File: config.mk
export PLATFORM = sky130hd
export DESIGN_NAME = msx_slot_io_responder
export DESIGN_NICKNAME = d
export VERILOG_FILES = /design/src/rtl/msx_slot_io_responder.sv
export SDC_FILE = /design/constraint.sdc
export NUM_CORES = 1
export LEC_CHECK = 0
export BUFFER_PORTS_ARGS = -buffer_cell sky130_fd_sc_hd__buf_2
export CAP_MARGIN = 20
export CORE_AREA = 2 2 64 66
export DETAILED_ROUTE_END_ITERATION = 12
export DIE_AREA = 0 0 66 68
export MAX_ROUTING_LAYER = met4
export PLACE_DENSITY = 0.92
export SETUP_SLACK_MARGIN = 0.2
export SYNTH_ARGS = -nofsm -noshare
export SYNTH_HDL_FRONTEND = slang
export SYNTH_SLANG_ARGS = --single-unit
File: constraint.sdc
create_clock -name clk -period 4.8 [get_ports clk]
set_input_delay 0.48 -clock clk [delete_from_list [all_inputs] [get_ports clk]]
set_output_delay 0.48 -clock clk [all_outputs]
set_load 0.05 [all_outputs]
File: src/rtl/msx_slot_io_responder.sv
// MSX slot I/O responder: turns Z80 /IORQ+/RD or /WR cycles on four decoded ports
// into single valid/ready bus transactions, holding /WAIT on reads until data returns.
module msx_slot_io_responder #(
    parameter logic [7:0] IO_BASE       = 8'h88,
    parameter int         SETTLE_CYCLES = 4,
    parameter int         WAIT_TIMEOUT  = 1023
) (
    input  logic       clk,
    input  logic       reset,
    input  logic       slot_iorq_n,
    input  logic       slot_rd_n,
    input  logic       slot_wr_n,
    input  logic [7:0] slot_a,
    input  logic [7:0] slot_d_in,
    output logic [7:0] slot_d_out,
    output logic       slot_data_dir,
    output logic       slot_wait,
    output logic [1:0] bus_address,
    output logic       bus_valid,
    output logic       bus_write,
    output logic [7:0] bus_wdata,
    input  logic       bus_ready,
    input  logic [7:0] bus_rdata,
    input  logic       bus_rdata_en,
    output logic       timeout_flag
);

    // Handshake: a transaction is transferred on every clk edge where bus_valid and
    // bus_ready are both 1; bus_write/bus_address/bus_wdata are held stable while
    // bus_valid=1 and bus_ready=0, and bus_valid never drops before that transfer.

    localparam int         TO_W        = $clog2(WAIT_TIMEOUT + 1);
    localparam logic [3:0] SETTLE_LAST = 4'(SETTLE_CYCLES - 1);
    localparam logic [TO_W-1:0] TO_LAST = TO_W'(WAIT_TIMEOUT - 1);

    typedef enum logic [2:0] {
        ST_IDLE    = 3'd0,
        ST_SETTLE  = 3'd1,
        ST_REQ     = 3'd2,
        ST_RDWAIT  = 3'd3,
        ST_RELEASE = 3'd4
    } state_t;

    state_t state_q, state_d;

    // Strobe synchronizers, bit order {iorq, rd, wr}; reset to the inactive level.
    logic [2:0] strb_m_q;
    logic [2:0] strb_s_q;

    logic [3:0]      settle_cnt_q, settle_cnt_d;
    logic [TO_W-1:0] to_cnt_q, to_cnt_d;
    logic            is_write_q, is_write_d;
    logic [1:0]      bus_address_q, bus_address_d;
    logic            bus_write_q, bus_write_d;
    logic [7:0]      bus_wdata_q, bus_wdata_d;
    logic [7:0]      d_out_q, d_out_d;
    logic            dir_q, dir_d;
    logic            wait_q, wait_d;
    logic            timeout_q, timeout_d;

    logic iorq_s, rd_s, wr_s;
    logic wr_act, rd_act, cur_act, all_idle;
    logic addr_match, settle_done, to_hit;

    assign iorq_s = strb_s_q[2];
    assign rd_s   = strb_s_q[1];
    assign wr_s   = strb_s_q[0];

    assign wr_act     = ~iorq_s & ~wr_s;
    assign rd_act     = ~iorq_s & ~rd_s;
    assign all_idle   = iorq_s & rd_s & wr_s;
    assign cur_act    = is_write_q ? wr_act : rd_act;
    assign addr_match = (slot_a[7:2] == IO_BASE[7:2]);
    assign settle_done = (settle_cnt_q >= SETTLE_LAST);
    assign to_hit     = (to_cnt_q >= TO_LAST);

    always_ff @(posedge clk) begin
        if (reset) begin
            strb_m_q <= 3'b111;
            strb_s_q <= 3'b111;
        end else begin
            strb_m_q <= {slot_iorq_n, slot_rd_n, slot_wr_n};
            strb_s_q <= strb_m_q;
        end
    end

    always_ff @(posedge clk) begin
        if (reset) begin
            state_q       <= ST_IDLE;
            settle_cnt_q  <= '0;
            to_cnt_q      <= '0;
            is_write_q    <= 1'b0;
            bus_address_q <= 2'd0;
            bus_write_q   <= 1'b0;
            bus_wdata_q   <= 8'h00;
            d_out_q       <= 8'hFF;
            dir_q         <= 1'b0;
            wait_q        <= 1'b0;
            timeout_q     <= 1'b0;
        end else begin
            state_q       <= state_d;
            settle_cnt_q  <= settle_cnt_d;
            to_cnt_q      <= to_cnt_d;
            is_write_q    <= is_write_d;
            bus_address_q <= bus_address_d;
            bus_write_q   <= bus_write_d;
            bus_wdata_q   <= bus_wdata_d;
            d_out_q       <= d_out_d;
            dir_q         <= dir_d;
            wait_q        <= wait_d;
            timeout_q     <= timeout_d;
        end
    end

    always_comb begin
        state_d       = state_q;
        settle_cnt_d  = (settle_cnt_q == 4'hF) ? settle_cnt_q : settle_cnt_q + 4'd1;
        to_cnt_d      = (to_cnt_q == '1) ? to_cnt_q : to_cnt_q + 1'b1;
        is_write_d    = is_write_q;
        bus_address_d = bus_address_q;
        bus_write_d   = bus_write_q;
        bus_wdata_d   = bus_wdata_q;
        d_out_d       = d_out_q;
        dir_d         = dir_q;
        wait_d        = wait_q;
        timeout_d     = 1'b0;

        case (state_q)
            ST_IDLE: begin
                settle_cnt_d = '0;
                if (wr_act || rd_act) begin
                    // Both strobes at once is illegal; the write wins.
                    state_d    = ST_SETTLE;
                    is_write_d = wr_act;
                    wait_d     = ~wr_act;
                end
            end
            ST_SETTLE: begin
                if (!cur_act) begin
                    state_d = ST_IDLE;
                    wait_d  = 1'b0;
                end else if (settle_done) begin
                    if (addr_match) begin
                        state_d       = ST_REQ;
                        bus_address_d = slot_a[1:0];
                        bus_write_d   = is_write_q;
                        to_cnt_d      = '0;
                        if (is_write_q) begin
                            bus_wdata_d = slot_d_in;
                        end
                    end else begin
                        state_d = ST_RELEASE;
                        wait_d  = 1'b0;
                    end
                end
            end
            ST_REQ: begin
                if (bus_ready) begin
                    state_d = is_write_q ? ST_RELEASE : ST_RDWAIT;
                end
            end
            ST_RDWAIT: begin
                if (bus_rdata_en) begin
                    state_d = ST_RELEASE;
                    d_out_d = bus_rdata;
                    dir_d   = 1'b1;
                    wait_d  = 1'b0;
                end else if (to_hit) begin
                    state_d   = ST_RELEASE;
                    d_out_d   = 8'hFF;
                    dir_d     = 1'b1;
                    wait_d    = 1'b0;
                    timeout_d = 1'b1;
                end
            end
            ST_RELEASE: begin
                if (all_idle) begin
                    state_d = ST_IDLE;
                    dir_d   = 1'b0;
                end
            end
            default: begin
                state_d = ST_IDLE;
            end
        endcase
    end

    assign bus_valid     = (state_q == ST_REQ);
    assign bus_write     = bus_write_q;
    assign bus_address   = bus_address_q;
    assign bus_wdata     = bus_wdata_q;
    assign slot_d_out    = d_out_q;
    // Release the data bus in the same cycle the synced strobes are seen inactive.
    assign slot_data_dir = dir_q & ~((state_q == ST_RELEASE) & all_idle);
    assign slot_wait     = wait_q;
    assign timeout_flag  = timeout_q;

endmodule
==> impl_metrics.json, run 1 <==
{
  "crit_arrival_ps": 2750,
  "top_usage_layer": "met2",
  "dpl_cell_area_sq_um": 2317,
  "antenna_found_initial": 0,
  "p_comb_share_pct": 11.0,
  "grt_util_met1_pct": 23.51,
  "finalCriticalPeriod_ps": 2570,
  "dp.cells": 318,
  "syn_inst": 229,
  "final_cell_mix": "buf_2, dfxtp_1, nor2_1",
  "grt_max_degree": 31,
  "insertion_delay_ps": 300,
  "tightestPinTransition_ps": 1003,
  "cts_buffers": 5,
  "cts_buffer_depth": 2,
  "gr-total-overflow": 0,
  "wl_per_cell_um": 13.34,
  "grtUsageMet3_pct": 5.263,
  "cts_tree": "built",
  "synthFlopType": "dfxtp_1",
  "syn_to_final_growth_pct": 17.46,
  "switching_power_mw": 0.1890,
  "cp.required_ps": 4980,
  "finalInstanceArea_sq_um": 2424,
  "setup_viol": 0,
  "final_max_slew_viol_count": 0,
  "design.portCount": 54,
  "vias": 1851,
  "seqPwrFrac_pct": 53.1,
  "worstSetupPathType": "reg -> reg",
  "whs_ps": 361.8,
  "max_freq_ghz": 0.3891,
  "hold_path_class": "in -> reg",
  "h-tree-depth": 2,
  "firstDrtPassIters": 4,
  "die_width_um": 66,
  "synth.net_count": 263,
  "post-route-period-util_pct": 53.54,
  "clk_pin_slew_ps": 80,
  "power_mw": 0.7737,
  "regArea_sq_um": 920.9,
  "internal_power_mw": 0.5847,
  "ctsHoldBuffers": 0,
  "switching_share_pct": 24.43,
  "drc": 0,
  "instances_no_fill": 326,
  "filler_cell_count": 347,
  "path_max_fanout": 12,
  "clkSinkCount": 46,
  "async_flop_share_pct": 0,
  "rows": 23,
  "synth_cell_types": 48,
  "first_iter_violations": 128,
  "hp-start": "slot_wr_n",
  "reg2reg_from": "state_q[0]",
  "ys_seq_elements": 46,
  "cts_resized": 0,
  "slew_headroom_pct": 32.59,
  "syn_area_per_cell_sq_um": 9.010,
  "drtAntennaViolNets": 0,
  "hold_viol": 0,
  "irDropWorstVdd_mv": 0.2620,
  "clkPwrFrac_pct": 35.9,
  "nNetsFinal": 309,
  "multiInputGateArea_sq_um": 1046,
  "rsz0062_at_grt": "false",
  "die_h_um": 68,
  "finalSetupTns_ps": 0,
  "power.leakage_nw": 0.9223,
  "endpoint_kind": "flip-flop",
  "start_kind": "flip-flop",
  "netlist_area_sq_um": 2063,
  "routabilityCongestion": 0.9072,
  "ys_seq_area_share_pct": 44.63,
  "antennaDiodeCount": 0,
  "grt_pass1_wl_um": 7086,
  "first_global_vias": 1656,
  "wl_um": 4350,
  "drv_cap": 0,
  "hpwl_um": 3135,
  "core_sq_um": 3856,
  "start_util_pct": 53.50,
  "status": "finished, final reports clean",
  "cts_root_buf": "clkbuf_8",
  "grtUsageTotal_pct": 20.93,
  "p_per_area_nw_per_um2": 319.2,
  "yosysWarnings": 0,
  "viasPerCell": 5.678,
  "port_buffers": 53,
  "startpoint": "state_q[0]",
  "fin_worst_skew_ps": 7.860,
  "synth_edf_count": 0,
  "layout-drive-gt1-share_pct": 26.81,
  "grt_use_met2_pct": 36.74,
  "layout_commonest_cell": "buf_2",
  "die_area_sq_um": 4488,
  "cts_setup_buffers": 0
}
==> registers in the layout, indices dropped and copies added (netlist names) <==
name / cells
to_cnt_q: 10
bus_wdata: 8
slot_d_out: 8
settle_cnt_q: 4
state_q: 3
strb_m_q: 3
strb_s_q: 3
bus_address: 2
bus_write: 1
dir_q: 1
is_write_q: 1
slot_wait: 1
timeout_flag: 1
==> cell families (layout without fill, tap and decap cells) <==
| family | after synthesis | after routing | synth area share (%) |
|---|---|---|---|
| flops | 46 | 46 | 44.63 |
| fa+ha+maj | 3 | 3 | 1.819 |
| simple gates | 83 | 83 | 22.56 |
| mux | 6 | 6 | 3.032 |
| compound gates | 65 | 65 | 20.74 |
| xor+xnor | 6 | 6 | 2.547 |
| buf+inv | 20 | 67 | 4.669 |
==> final cells by class <==
cell class | count | share of cell area (%)
clock buffers | 7 | 3.149
clock inverters | 1 | 1.239
repair buffers | 53 | 10.94
inverters | 6 | 0.9293
well taps | 50 | 2.581
flip-flops and latches | 46 | 38.00
multi-input cells | 163 | 43.16
==> through the flow <==
step / util (%) / worst slack (ps)
global placement: 60.09 / 2215
finish: 62.85 / 2230
floorplan: - / 2450
detailed placement: 60.09 / 2156
CTS: 62.85 / 2243
global route: 62.85 / 2042
==> per-layer routing <==
metal / part of all wire [%] / wire (um) / up-vias
li1: - / - / 936
met1: 42 / 1845 / 842
met2: 50 / 2161 / 69
met3: 6.9 / 299 / 4
met4: 0.99 / 43 / 0
met5: 0 / 0 / -
==> cells in the mapped netlist (all sizes together), types with 6 or more instances <==
cell type | number | area share (%)
dfxtp | 46 | 45
nor2 | 19 | 3.5
nand3 | 18 | 4.4
a21oi | 17 | 4.1
o21ai | 15 | 3.6
o22a | 8 | 3.4
or2 | 8 | 2.4
a211oi | 7 | 2.5
buf | 7 | 2.3
clkbuf | 7 | 1.3
inv | 6 | 1.1
nor3 | 6 | 1.5
xnor2 | 6 | 2.5
==> power by group through the flow <==
stage	clock, mW	sequential (mW)	combinational (mW)
final	0.278	0.411	0.0853
after global placement	0	0.418	0.0818
after CTS	0.287	0.410	0.0853
after floorplan	0	0.415	0.0621
after global routing	0.301	0.413	0.0927
after detailed placement	0	0.419	0.0844
==> worst max-delay path: stages, from the launching register on <==
cell	delay, ps
dfxtp_1	540
or4b_4	540
nor4_2	840
a21o_1	430
nor3_1	100
==> worst paths after layout <==
kind	to	cells past startpoint	slack (ps)
min	strb_m_q[0]	2	360
max	to_cnt_q[2]	4	2230
max reg2reg	to_cnt_q[2]	4	2230
min reg2reg	strb_s_q[2]	1	410
Power figures use the tool's default switching activity.
==> run 2, diff against run 1 <==
--- a/config.mk
+++ b/config.mk
@@ -7,11 +7,11 @@
 export LEC_CHECK = 0
 export BUFFER_PORTS_ARGS = -buffer_cell sky130_fd_sc_hd__buf_2
 export CAP_MARGIN = 20
-export CORE_AREA = 2 2 64 66
+export CORE_AREA = 2 2 66 68
 export DETAILED_ROUTE_END_ITERATION = 12
-export DIE_AREA = 0 0 66 68
+export DIE_AREA = 0 0 68 70
 export MAX_ROUTING_LAYER = met4
-export PLACE_DENSITY = 0.92
+export PLACE_DENSITY = 0.88
 export SETUP_SLACK_MARGIN = 0.2
 export SYNTH_ARGS = -nofsm -noshare
 export SYNTH_HDL_FRONTEND = slang
==> constraint.sdc (replaced) <==
create_clock -name clk -period 2.7 [get_ports clk]
set_input_delay 0.27 -clock clk [delete_from_list [all_inputs] [get_ports clk]]
set_output_delay 0.27 -clock clk [all_outputs]
set_load 0.05 [all_outputs]
==> impl_metrics.json, run 2 (synthesis results as in run 1) <==
{
  "instances_no_fill": 329,
  "status": "finished, final reports clean",
  "start_util_pct": 49.79,
  "reg2regPathDepth": 4,
  "nNetsFinal": 310,
  "gr-total-overflow": 0,
  "startpoint": "state_q[0]",
  "path_max_fanout": 12,
  "cts_resized": 0,
  "top_register": "to_cnt_q",
  "viasPerCell": 5.751,
  "max_freq_ghz": 0.4917,
  "grt_max_degree": 31,
  "utilization_pct": 59.60,
  "die_area_sq_um": 4760,
  "setup_viol": 0,
  "irDropWorstVdd_mv": 0.3598,
  "port_buffers": 53,
  "regArea_sq_um": 920.9,
  "power.leakage_nw": 0.9467,
  "wl_per_cell_um": 13.14,
  "syn_to_final_growth_pct": 19.71,
  "drc": 0,
  "ctsHoldBuffers": 0,
  "start_kind": "flip-flop",
  "power_mw": 1.501,
  "routabilityCongestion": 0.8098,
  "drv_cap": 0,
  "finalCriticalPeriod_ps": 2034,
  "drtAntennaViolNets": 0,
  "cts_buffer_depth": 2,
  "die_width_um": 68,
  "wl_um": 4323,
  "antenna_found_initial": 0,
  "r2r_slack_ps": 670,
  "reg2reg_from": "state_q[0]",
  "grtUsageTotal_pct": 19.42,
  "slew_headroom_pct": 60.74,
  "tightestPinTransition_ps": 572.5,
  "die_h_um": 70,
  "core_sq_um": 4144,
  "filler_cell_count": 371,
  "cts_buffers": 5,
  "fin_worst_skew_ps": 6.522,
  "hold_viol": 0,
  "crit_arrival_ps": 2210,
  "dp.cells": 321,
  "cp-endpoint": "bus_wdata[1]",
  "clk_pin_slew_ps": 80,
  "grt_pass1_wl_um": 6969,
  "antennaDiodeCount": 0,
  "final_cell_mix": "buf_2, dfxtp_1, nor2_1",
  "clkSinkCount": 46,
  "layout-drive-gt1-share_pct": 27.80,
  "hpwl_um": 3117,
  "multiInputGateArea_sq_um": 1046,
  "first_global_vias": 1691,
  "insertion_delay_ps": 300,
  "finalSetupTns_ps": 0,
  "largest_reg_flops": 10,
  "firstDrtPassIters": 4,
  "post-route-period-util_pct": 75.32,
  "cts_setup_buffers": 0,
  "worstSetupPathType": "reg -> reg",
  "hold_path_class": "in -> reg",
  "endpoint_kind": "flip-flop",
  "rsz0062_at_grt": "false",
  "layout_commonest_cell": "buf_2",
  "h-tree-depth": 2,
  "cp.required_ps": 2870,
  "p_per_area_nw_per_um2": 607.7,
  "final_max_slew_viol_count": 0,
  "first_iter_violations": 140,
  "cts_root_buf": "clkbuf_8",
  "r2r-end": "bus_wdata[1]",
  "vias": 1892,
  "cts_tree": "built",
  "design.portCount": 54,
  "rows": 24
}
run 2: layer usage:
layer	global-route usage, %	routed length, um	share of wire, %	vias to the layer above
met3	6.441	312	7.2	6
met4	6.889	57	1.3	0
li1	-	-	-	939
met2	31.82	2091	48	67
met1	21.65	1861	43	880
met5	-	0	0	-
run 2: worst max-delay path: stages, from the launching register on:
cell	delay, ps
dfxtp_1	520
or4b_4	530
or4_4	570
o21ai_1	190
a21oi_1	90
run 2: how the worst min path moves through the flow:
stage,from,end,slack (ps),cells after the start
6_report,slot_iorq_n,strb_m_q[2],150,2
5_1_grt,slot_iorq_n,strb_m_q[2],130,2
4_1_cts,slot_iorq_n,strb_m_q[2],140,2
3_5_place_dp,strb_m_q[0],strb_s_q[0],390,1
3_3_place_gp,strb_m_q[2],strb_s_q[2],390,1
2_1_floorplan,bus_rdata_en,timeout_flag,350,1
run 2: layout make-up:
| cell class | count | share of cell area (%) |
|---|---|---|
| repair buffers | 54 | 11.04 |
| inverters | 6 | 0.9119 |
| flip-flops and latches | 46 | 37.28 |
| clock inverters | 2 | 2.432 |
| multi-input cells | 163 | 42.35 |
| clock buffers | 6 | 3.343 |
| well taps | 52 | 2.634 |
run 2: power breakdown:
part           internal, mW  switching (mW)  total (mW)
sequential            0.698          0.0302       0.728
clock                 0.395           0.229       0.623
combinational        0.0645          0.0850       0.150
run 2: metrics by stage:
step           hold WS [ps]  setup WS, ps  cell area (sq um)
2_1_floorplan         348.0         349.6               2063
3_3_place_gp          391.5         783.1               2327
3_5_place_dp          393.3         685.7               2327
4_1_cts               136.8         673.2               2470
5_1_grt               129.7         564.1               2470
6_report              147.8         666.3               2470
